File: src/rtl/qc_pkg.sv
// Shared types for the gate sequencer: packed Q2.6 complex amplitude, common
// constants and the sequencer FSM encoding.
package qc_pkg;

    typedef struct packed {
        logic signed [7:0] re;
        logic signed [7:0] im;
    } cplx_t;

    localparam logic [7:0] ONE     = 8'h40;
    localparam logic [7:0] NEG_ONE = 8'hC0;
    localparam logic [7:0] ZERO    = 8'h00;

    typedef enum logic [2:0] {
        ST_IDLE,
        ST_LOAD,
        ST_APPLY,
        ST_CAPTURE,
        ST_DONE
    } seq_state_t;

endpackage

File: src/rtl/gate_store.sv
// Gate program register file: one element write port, one full-matrix read
// port, cleared on reset.
module gate_store
    import qc_pkg::*;
#(
    parameter int N         = 1,
    parameter int MAX_GATES = 8,
    parameter int GW        = 3,
    localparam int D        = 1 << N
) (
    input  logic                  clk,
    input  logic                  reset,
    input  logic                  wr_en,
    input  logic [GW-1:0]         wr_idx,
    input  logic [N-1:0]          wr_row,
    input  logic [N-1:0]          wr_col,
    input  logic [15:0]           wr_data,
    input  logic [GW-1:0]         rd_idx,
    output logic [16*D*D-1:0]     rd_matrix
);

    cplx_t mem_reg [MAX_GATES][D*D];

    always_ff @(posedge clk) begin
        if (reset) begin
            for (int g = 0; g < MAX_GATES; g++) begin
                for (int e = 0; e < D*D; e++) begin
                    mem_reg[g][e] <= '0;
                end
            end
        end else if (wr_en && (int'(wr_idx) < MAX_GATES)) begin
            // Row-major element index r*D+c is just the concatenation {r, c}.
            mem_reg[wr_idx][{wr_row, wr_col}] <= cplx_t'(wr_data);
        end
    end

    for (genvar gi = 0; gi < D*D; gi++) begin : g_rd
        assign rd_matrix[16*gi +: 16] = mem_reg[rd_idx][gi];
    end

endmodule

File: src/rtl/gate_sequencer.sv
// Steps a programmed list of gate matrices through an external matrix-vector
// datapath, holding the working state vector between gates.
module gate_sequencer
    import qc_pkg::*;
#(
    parameter int N         = 1,
    parameter int MAX_GATES = 8,
    parameter int MULT_LAT  = 1,
    localparam int D        = 1 << N,
    localparam int GW       = (MAX_GATES > 1) ? $clog2(MAX_GATES) : 1
) (
    input  logic                  clk,
    input  logic                  reset,
    input  logic                  gate_wr_en,
    input  logic [GW-1:0]         gate_wr_idx,
    input  logic [N-1:0]          gate_wr_row,
    input  logic [N-1:0]          gate_wr_col,
    input  logic [15:0]           gate_wr_data,
    input  logic [16*D-1:0]       init_state,
    input  logic [GW:0]           num_gates,
    input  logic                  start,
    output logic                  busy,
    output logic                  done,
    output logic [GW-1:0]         gate_idx,
    output logic [16*D-1:0]       state_out,
    output logic [16*D*D-1:0]     mult_gate,
    output logic [16*D-1:0]       mult_state,
    input  logic [16*D-1:0]       mult_result
);

    localparam logic [GW:0] K_MAX    = (GW+1)'(MAX_GATES);
    localparam logic [3:0]  LAT_LAST = 4'(MULT_LAT - 1);

    seq_state_t       state_reg;
    logic [GW:0]      k_reg;
    logic [GW-1:0]    gate_idx_reg;
    logic [3:0]       wait_reg;
    logic [16*D-1:0]  state_vec_reg;
    logic             busy_reg;
    logic             done_reg;
    logic             store_wr_en;

    // The program may only be edited while no run is using it.
    assign store_wr_en = gate_wr_en && ((state_reg == ST_IDLE) || (state_reg == ST_DONE));

    gate_store #(
        .N         (N),
        .MAX_GATES (MAX_GATES),
        .GW        (GW)
    ) u_store (
        .clk       (clk),
        .reset     (reset),
        .wr_en     (store_wr_en),
        .wr_idx    (gate_wr_idx),
        .wr_row    (gate_wr_row),
        .wr_col    (gate_wr_col),
        .wr_data   (gate_wr_data),
        .rd_idx    (gate_idx_reg),
        .rd_matrix (mult_gate)
    );

    always_ff @(posedge clk) begin
        if (reset) begin
            state_reg     <= ST_IDLE;
            k_reg         <= '0;
            gate_idx_reg  <= '0;
            wait_reg      <= '0;
            state_vec_reg <= '0;
            busy_reg      <= 1'b0;
            done_reg      <= 1'b0;
        end else begin
            done_reg <= 1'b0;
            case (state_reg)
                ST_IDLE: begin
                    if (start) begin
                        k_reg     <= (num_gates > K_MAX) ? K_MAX : num_gates;
                        busy_reg  <= 1'b1;
                        state_reg <= ST_LOAD;
                    end
                end
                ST_LOAD: begin
                    state_vec_reg <= init_state;
                    gate_idx_reg  <= '0;
                    wait_reg      <= '0;
                    if (k_reg == '0) begin
                        busy_reg  <= 1'b0;
                        done_reg  <= 1'b1;
                        state_reg <= ST_DONE;
                    end else begin
                        state_reg <= ST_APPLY;
                    end
                end
                ST_APPLY: begin
                    // Inputs held stable for MULT_LAT cycles so the result is valid in CAPTURE.
                    if (wait_reg == LAT_LAST) begin
                        state_reg <= ST_CAPTURE;
                    end else begin
                        wait_reg <= wait_reg + 4'd1;
                    end
                end
                ST_CAPTURE: begin
                    state_vec_reg <= mult_result;
                    wait_reg      <= '0;
                    if ({1'b0, gate_idx_reg} == (k_reg - 1'b1)) begin
                        busy_reg  <= 1'b0;
                        done_reg  <= 1'b1;
                        state_reg <= ST_DONE;
                    end else begin
                        gate_idx_reg <= gate_idx_reg + 1'b1;
                        state_reg    <= ST_APPLY;
                    end
                end
                ST_DONE: begin
                    state_reg <= ST_IDLE;
                end
                default: begin
                    state_reg <= ST_IDLE;
                end
            endcase
        end
    end

    assign busy       = busy_reg;
    assign done       = done_reg;
    assign gate_idx   = gate_idx_reg;
    assign state_out  = state_vec_reg;
    assign mult_state = state_vec_reg;

endmodule

File: config.mk
export PLATFORM = sky130hd
export DESIGN_NAME = gate_sequencer
export DESIGN_NICKNAME = d
export VERILOG_FILES = /design/src/rtl/qc_pkg.sv /design/src/rtl/gate_store.sv /design/src/rtl/gate_sequencer.sv
export SDC_FILE = /design/constraint.sdc
export NUM_CORES = 1
export LEC_CHECK = 0
export CAP_MARGIN = 20
export CORE_MARGIN = 5
export CORE_UTILIZATION = 30
export CTS_CLUSTER_DIAMETER = 150
export DETAILED_ROUTE_END_ITERATION = 7
export MAX_ROUTING_LAYER = met4
export PLACE_DENSITY_LB_ADDON = 0.2
export SETUP_SLACK_MARGIN = 0.4
export SLEW_MARGIN = 10
export SYNTH_ARGS = -nofsm -noshare
export SYNTH_HDL_FRONTEND = slang
export SYNTH_SLANG_ARGS = --single-unit
File: constraint.sdc
create_clock -name clk -period 4.4 [get_ports clk]
set_clock_uncertainty 0.2 [all_clocks]
set_input_delay 0.88 -clock clk [delete_from_list [all_inputs] [get_ports clk]]
set_output_delay 0.88 -clock clk [all_outputs]
set_load 0.005 [all_outputs]
==> results.toml, run 1 <==
[floorplanning]
coreArea_sq_um = 85100
num_rows = 107
die_h_microns = 303
die_x_microns = 303
die_area_sq_um = 91800
design.portCount = 226
initial_core_util_pct = 30.2

[synthesis]
async_reset_ff_share_pct = 0
synthFlopType = "edfxtp_1"
syn-num-nets = 1799
yosysTopAreaCellShare_pct = 59.7
ys_warn_count = 0
synth-edff-count = 512
synth_cell_types = 46
yosys-top-cells-area = "edfxtp_1 60%, and2_1 12%, mux4_2 11%"
synth_top_area_cell = "edfxtp_1"
synth_area_sq_um = 25700
ys_ff_latch = 563
ys_seq_area_share_pct = 63.7
synth_common_cells = "512 x and2_1, 512 x edfxtp_1, 128 x mux4_2, 109 x clkbuf_1, 64 x mux2_2"
synth_cells = 1701
synth.avg_cell_area_sq_um = 15.1

[setup_path]
path_class = "flop to primary output"
crit_path_cell_trace = "buf_12, mux4_2, mux2_2, clkdlybuf4s50_1"
slowest_stage = "mux4_2"
r2r_start = "state_reg[0]"
crit_required_ns = 3.32
ff2ff_path_depth = 5
startpoint_type = "flop"
cp_max_fo = 39
reg2reg_to = "u_store.mem_reg[1][61]"
slowest_delay_ns = 0.61
arrival_ns = 2.88
cp-end-kind = "primary output"
r2r_slack_ns = 1.59
path_buf_inv = 2
critical_path.top_delay_family = "multiplexers"

[placed_design]
portBuffers = 225
hpwl_mm = 42.7
gp_congestion = 0.759

[clocking]
cts-root-buf = "clkbuf_16"
cts_buffers = 67
clkLatencyLatePin_ns = 0.60
cts_tree = "built"
cts.clk_slew.worst_paths_ns = 0.05
cts_hold_buf = 0
htree_num_levels = 3
clock-sinks = 563
cts_buffer_depth = 3

[power_and_ir_drop]
power_density_nw_per_um2 = 391
peakVddDrop_v = 0.000251
leakage_nw = 11.0

[drt]
ant_nets = 0
wire_per_inst_microns = 22.5
wirelength_mm = 70.0
drt_first_pass_iters = 5
drt_iter0_drc = 1007
vias_per_cell = 4.65
dr_total_vias = 14425
drc = 0

[timing]
maxSlewViolCount = 0
finalHoldViolCount = 0
rsz0062_at_grt = "true"
clock.fmax_mhz = 253
period_needed_ns = 3.96
relSlewSlack_pct = 30.6
finalCritPeriodShare_pct = 89.9
tightestPinTransition_ns = 1.04
setup-tns-final_ns = 0
finalSetupViolCount = 0

[final_layout]
fin_nets = 2005
largest_reg_flops = 512
multiInputGateArea_sq_um = 8470
drive_above_1_share_pct = 20.1
fin_util_pct = 37.0
seq_area_sq_um = 16400
area_growth_syn_to_layout_pct = 22.4
fillers = 8025

[global_routing]
antenna_found_initial = 4
grt-ovfl-total = 0
grt_pass1_vias = 15560
grt_pass1_wl_mm = 103
grt_usage_pct = 15.7
grt_max_degree = 70

[worst_hold_path]
min_path_cells = 2
hold_path.class = "flop to flop"
holdPathEnd = "k_reg[2]"
hold_start = "k_reg[2]"

[flow_run]
drv_cap = 0

[status]
outcome = "finished, final reports clean"
-- per-stage QoR --
stage / area (sq um) / hold WS (ns) / cells / total power, mW / worst slack (ns)
after global routing: 31500 / 0.328 / 3103 / 12.8 / 0.346
after CTS: 31500 / 0.296 / 3102 / 12.5 / 0.367
final: 31500 / 0.293 / 3104 / 12.3 / 0.444
after detailed placement: 29300 / 0.290 / 2980 / 7.06 / 0.763
after global placement: 29300 / 0.286 / 2978 / 7.05 / 0.728
after floorplan: 25700 / 0.251 / 1701 / 6.59 / 0.606
-- layout make-up --
cell class / count / share of cell area [%]
clock inverter: 39 / 1.20
inverter: 8 / 0.0953
clock buffer: 81 / 5.52
timing repair buffer: 315 / 9.68
multi-input combinational: 952 / 26.9
tap: 1144 / 4.54
antenna: 2 / 0.0159
sequential: 563 / 52.1
-- per-layer routing --
metal | vias up | routed length [microns] | global-route usage (%)
met3 | 92 | 3380 | 2.59
met2 | 394 | 34600 | 26.2
met1 | 7308 | 30500 | 20.2
li1 | 6631 | - | -
met4 | 0 | 1470 | 3.90
met5 | - | 0 | -
-- cell usage in the layout, fill, tap and decap left out, drive strengths merged, types with 2 or more instances in the layout --
cell type and count:
or3 2, and2 512, or3b 4, diode 2, mux4 128, clkinv 27
nor2 69, a31oi 3, clkbuf 81, xor2 2, dfxtp 51, nand2b 2
mux2i 34, xnor2 3, buf 93, nor4b 3, nor3 8, a21oi 4
bufinv 5, nand3 4, o311ai 3, ha 5, o21ai 36, clkdlybuf4s50 221
nand3b 10, mux2 64, edfxtp 512, inv 14, nand2 11, a211oi 34
-- kinds of logic (layout without fill, tap and decap cells) --
kind of cell	count (synthesis)	count (layout)	synth area share, %
mux	226	226	15.3
flops	563	563	63.7
xor+xnor	5	5	0.170
other cells	0	2	0
compound gates	87	87	2.19
buf+inv	186	443	3.45
simple gates	629	629	14.9
fa+ha+maj	5	5	0.243
-- report_power, final --
| group | internal [mW] | leakage (nW) | switching (mW) | total [mW] |
|---|---|---|---|---|
| clock network | 3.14 | 1.03 | 2.25 | 5.40 |
| registers | 6.02 | 5.72 | 0.0779 | 6.10 |
| logic | 0.393 | 4.24 | 0.441 | 0.835 |
| total | 9.56 | 11.0 | 2.77 | 12.3 |
-- how the worst max path moves through the flow --
stage                             end  slack (ns)       start  depth (start not counted)
5_1_grt                 mult_gate[30]        0.35        flop                          4
6_report                mult_gate[30]        0.44        flop                          4
4_1_cts                 mult_gate[30]        0.37        flop                          4
3_3_place_gp   u_store.mem_reg[7][54]        0.73  gate_wr_en                          6
2_1_floorplan  u_store.mem_reg[6][48]        0.61       reset                          6
3_5_place_dp   u_store.mem_reg[1][56]        0.76  gate_wr_en                          6
-- tightest hold or removal path: stages (launching register included) --
cell and delay, ns:
dfxtp_1 0.33, nand2_1 0.07, a21oi_1 0.05
-- repair_timing --
action | CTS | global route
gates resized for setup | 2 | 2
buffers inserted | 1 | 0
gates cloned | 1 | 0
endpoints found under the setup margin | 48 | 41
(Power assumes the default switching activity.)
==> run 2, diff against run 1 <==
Settings changed: PLACE_DENSITY set to 0.48, PLACE_DENSITY_LB_ADDON 0.2 to unset, SLEW_MARGIN 10 to unset.
==> run 2 against run 1 <==
  * Final cell count about the same
  * Combinational power down 0.5%
  * Sequential share of layout area down 0.054 points
==> results.toml, run 2 (synthesis results as in run 1) <==
[setup_path]
path_depth = 4
crit_path_cell_trace = "buf_4, mux4_2, mux2_2, clkdlybuf4s50_1"
path_class = "flop to primary output"
slowest_stage = "dfxtp_4"
ff2ff_path_depth = 4
cp_max_fo = 20
crit_required_ns = 3.32
arrival_ns = 2.80
slowest_delay_ns = 0.63
critical_path.top_delay_family = "buffers and inverters"
path_buf_inv = 2
startpoint_type = "flop"
cp-end-kind = "primary output"

[drt]
vias_per_cell = 4.66
drt_first_pass_iters = 7
ant_nets = 0
wirelength_mm = 71.5
dr_total_vias = 14480
wire_per_inst_microns = 23.0
drc = 0
drt_iter0_drc = 1030

[timing]
setup-tns-final_ns = 0
period_needed_ns = 3.88
maxSlewViolCount = 0
tightestPinTransition_ns = 0.941
fin_ws_ns = 0.520
rsz0062_at_grt = "false"
finalHoldViolCount = 0
relSlewSlack_pct = 36.4
clock.fmax_mhz = 258
finalSetupViolCount = 0
finalCritPeriodShare_pct = 88.2

[global_routing]
grt_pass1_wl_mm = 105
antenna_found_initial = 1
grt-ovfl-total = 0
grt_max_degree = 56
grt_pass1_vias = 15549
grt_usage_pct = 16.0

[power_and_ir_drop]
pwr-share-seq_pct = 49.0
internal-power_mw = 9.71
peakVddDrop_v = 0.000255
p_clk_share_pct = 44.3
leakage_nw = 11.0
switchingPower_mw = 2.75
combinationalPowerShare_pct = 6.7
power_density_nw_per_um2 = 395
swShare_pct = 22.1

[flow_run]
drv_cap = 0

[floorplanning]
die_x_microns = 303
coreArea_sq_um = 85100
design.portCount = 226
initial_core_util_pct = 30.2
die_area_sq_um = 91800
die_h_microns = 303
num_rows = 107

[final_layout]
area_growth_syn_to_layout_pct = 22.5
largest_reg_flops = 512
fin_nets = 2007
fillers = 8028
drive_above_1_share_pct = 20.6
final_cell_mix = "512 x and2_1, 512 x edfxtp_1, 221 x clkdlybuf4s50_1"

[clocking]
cts.clk_slew.worst_paths_ns = 0.06
cts_tree = "built"
cts_buffers = 67
clock-sinks = 563
cts_hold_buf = 0
cts-root-buf = "clkbuf_16"
htree_num_levels = 3
clkLatencyLatePin_ns = 0.60
cts_buffer_depth = 3

[placed_design]
portBuffers = 225
gp_congestion = 0.790
place_ws_ns = 0.790
hpwl_mm = 43.6

[worst_hold_path]
hold_path.class = "flop to flop"
min_path_cells = 2

[status]
outcome = "finished, final reports clean"
[run 2: repair_timing]
item | CTS | global route
gates resized for setup | 1 | 0
buffers inserted | 4 | 0
setup endpoints to repair | 60 | 0
[run 2: area by class of cell]
| class | instances | area, sq um | area share, % |
|---|---|---|---|
| Timing Repair Buffer | 317 | 3050 | 9.66 |
| Multi-Input combinational cell | 952 | 8470 | 26.8 |
| Tap cell | 1144 | 1430 | 4.54 |
| Sequential cell | 563 | 16400 | 52.0 |
| Clock inverter | 35 | 328 | 1.04 |
| Inverter | 8 | 30.0 | 0.0952 |
| Clock buffer | 85 | 1830 | 5.80 |
| Antenna cell | 1 | 2.50 | 0.00793 |
[run 2: layer usage]
layer	part of all wire [%]	up-vias	global-route usage, %	routed length, microns
li1	-	6613	-	-
met1	43	7329	20.2	30400
met2	50	455	27.1	35900
met3	5.5	83	2.92	3930
met4	1.7	0	3.31	1180
met5	0	-	-	0
[run 2: worst reg2reg max path, delay by kind of cell (launching register included)]
family                 cells  cell delay [ns]
AO/OA/AOI/OAI              1             0.46
flip-flops                 1             0.40
buffers and inverters      1             0.31
AND/OR/NAND/NOR            2             1.09
[run 2: worst paths after layout]
kind | to | slack (ns) | start
min | k_reg[2] | 0.29 | k_reg[2]
min reg2reg | k_reg[2] | 0.29 | k_reg[2]
max | mult_gate[13] | 0.52 | flop
max reg2reg | u_store.mem_reg[7][61] | 1.64 | state_reg[0]
[run 2: stage by stage]
step,hold slack [ns],area [sq um],utilization (%),power (mW),instances
6_report,0.286,31500,37.0,12.5,3105
5_1_grt,0.307,31500,37.0,12.9,3104
4_1_cts,0.287,31500,37.0,12.6,3102
3_5_place_dp,0.280,29300,34.4,7.06,2978
3_3_place_gp,0.268,29300,34.4,7.06,2978
2_1_floorplan,0.251,25700,-,6.59,1701
[run 2: power by group through the flow]
stage                     sequential, mW  combinational, mW  clock (mW)
final                               6.11              0.831        5.52
after global routing                6.13              0.900        5.88
after CTS                           6.11              0.851        5.65
after detailed placement            6.22              0.846           0
after global placement              6.22              0.843           0
after floorplan                     6.19              0.399           0
==> run 3, diff against run 2 <==
Settings changed: CTS_CLUSTER_DIAMETER 150 to 40.
==> run 3 against run 2 <==
  * Global-route usage up 0.14 points
  * Sequential cell count unchanged
  * Power is 18% higher
  * Core utilization rose by 1.5 points
  * Sequential share of layout area fell by 2.0 points
  * Count of clock-buffer cells in the layout up 33
  * Critical endpoint is now mult_gate[34]
  * Highest routed layer unchanged
==> results.toml, run 3 (synthesis results as in run 1) <==
[status]
outcome = "finished, final reports clean"

[worst_hold_path]
hold_path.class = "flop to flop"
holdPathEnd = "k_reg[2]"
hold_start = "k_reg[2]"
min_path_cells = 2

[timing]
maxSlewViolCount = 0
finalHoldViolCount = 0
fin_ws_ns = 0.524
tightestPinTransition_ns = 0.961
rsz0062_at_grt = "false"
period_needed_ns = 3.88
finalCritPeriodShare_pct = 88.1
clock.fmax_mhz = 258
relSlewSlack_pct = 35.0
hold_ws_ns = 0.284
setup-tns-final_ns = 0
finalSetupViolCount = 0

[setup_path]
path_class = "flop to primary output"
reg2reg_to = "u_store.mem_reg[7][57]"
slowest_stage = "mux4_2"
crit_path_cell_trace = "buf_12, mux4_2, mux2_2, clkdlybuf4s50_1"
r2r_slack_ns = 1.68
r2r_start = "state_reg[0]"
arrival_ns = 2.80
ff2ff_path_depth = 4
cp_max_fo = 31
startpoint_type = "flop"
cp-end-kind = "primary output"
crit_required_ns = 3.32
slowest_delay_ns = 0.58

[power_and_ir_drop]
power_density_nw_per_um2 = 446
pwr-share-seq_pct = 41.8
combinationalPowerShare_pct = 5.7
swShare_pct = 22.7
p_clk_share_pct = 52.5
peakVddDrop_v = 0.000268
leakage_nw = 11.6
switchingPower_mw = 3.32
internal-power_mw = 11.3

[final_layout]
final_cell_mix = "512 x and2_1, 512 x edfxtp_1, 221 x clkdlybuf4s50_1"
area_growth_syn_to_layout_pct = 27.4
largest_reg_flops = 512
drive_above_1_share_pct = 23.4
fin_nets = 2046
num_antenna_cells = 0
final_area_sq_um = 32800
fillers = 7976
fin_util_pct = 38.5

[floorplanning]
design.portCount = 226
coreArea_sq_um = 85100
die_area_sq_um = 91800
die_x_microns = 303
initial_core_util_pct = 30.2
die_h_microns = 303
num_rows = 107

[placed_design]
place_ws_ns = 0.790
dpl-instance-area_sq_um = 29300
gp_congestion = 0.790
portBuffers = 225
hpwl_mm = 43.6

[clocking]
cts-root-buf = "clkbuf_16"
htree_num_levels = 3
cts_hold_buf = 0
cts_buffers = 104
cts.clk_slew.worst_paths_ns = 0.05
clkLatencyLatePin_ns = 0.63
cts_buffer_depth = 3
cts_tree = "built"
clock-sinks = 563

[drt]
drc = 0
drt_iter0_drc = 1005
wirelength_mm = 72.1
ant_nets = 0
dr_total_vias = 14817
wire_per_inst_microns = 22.7
vias_per_cell = 4.66
drt_first_pass_iters = 5

[global_routing]
grt-ovfl-total = 0
grt_usage_pct = 16.1
grt_max_degree = 56
antenna_found_initial = 1
grt_pass1_wl_mm = 106
grt_pass1_vias = 16051

[flow_run]
drv_cap = 0
## run 3: cell count changes in the layout (fill, tap and decap cells not counted), moves of 3 or more
cell,change
clkinv_2,+5
inv_8,+4
clkinvlp_4,+11
clkinv_4,+6
bufinv_16,+3
clkbuf_16,+33
clkinv_1,+4
inv_6,+6
## run 3: worst max-delay path: cells and delay by family, from the launching register on
family / cells / cell delay, ns
buffers and inverters: 2 / 0.74
flip-flops: 1 / 0.44
multiplexers: 2 / 0.91
## run 3: layout make-up
type | instances | area [sq um] | share of cell area [%]
sequential | 563 | 16400 | 50.0
multi-input combinational | 952 | 8470 | 25.8
timing repair buffer | 319 | 3060 | 9.33
clock buffer | 118 | 2670 | 8.12
tap | 1144 | 1430 | 4.36
clock inverter | 76 | 737 | 2.25
inverter | 8 | 30.0 | 0.0915
## run 3: how the worst max path moves through the flow
stage | end | slack (ns) | depth (start not counted)
after floorplan | u_store.mem_reg[6][48] | 0.61 | 6
after global placement | u_store.mem_reg[0][58] | 0.81 | 6
after detailed placement | u_store.mem_reg[7][59] | 0.79 | 5
after CTS | mult_gate[22] | 0.42 | 4
after global routing | mult_gate[26] | 0.41 | 4
final | mult_gate[34] | 0.52 | 4
## run 3: metrics by stage
step	cells	power, mW
3_5_place_dp	2978	7.06
2_1_floorplan	1701	6.59
3_3_place_gp	2978	7.06
5_1_grt	3180	15.1
4_1_cts	3177	14.8
6_report	3180	14.6
## run 3: power by group through the flow
stage / combinational, mW / sequential [mW] / clock, mW
2_1_floorplan: 0.399 / 6.19 / 0
3_3_place_gp: 0.843 / 6.22 / 0
3_5_place_dp: 0.846 / 6.22 / 0
4_1_cts: 0.851 / 6.12 / 7.85
5_1_grt: 0.899 / 6.14 / 8.11
6_report: 0.832 / 6.12 / 7.69
## run 3: metal layers
metal | vias to the layer above | GRT usage (%) | share of wire [%]
li1 | 6733 | - | -
met1 | 7513 | 20.1 | 43
met3 | 100 | 3.16 | 5.5
met4 | 0 | 3.89 | 1.7
met2 | 471 | 27.3 | 50
met5 | - | - | 0
## run 3: what timing repair did
| item | in CTS | in global routing |
|---|---|---|
| buffers inserted | 5 | 1 |
| hold endpoints to repair | 0 | 0 |
| endpoints found under the setup margin | 63 | 4 |
| gates resized for setup | 1 | 0 |
| cloned | 0 | 0 |
| pin swaps | 0 | 0 |
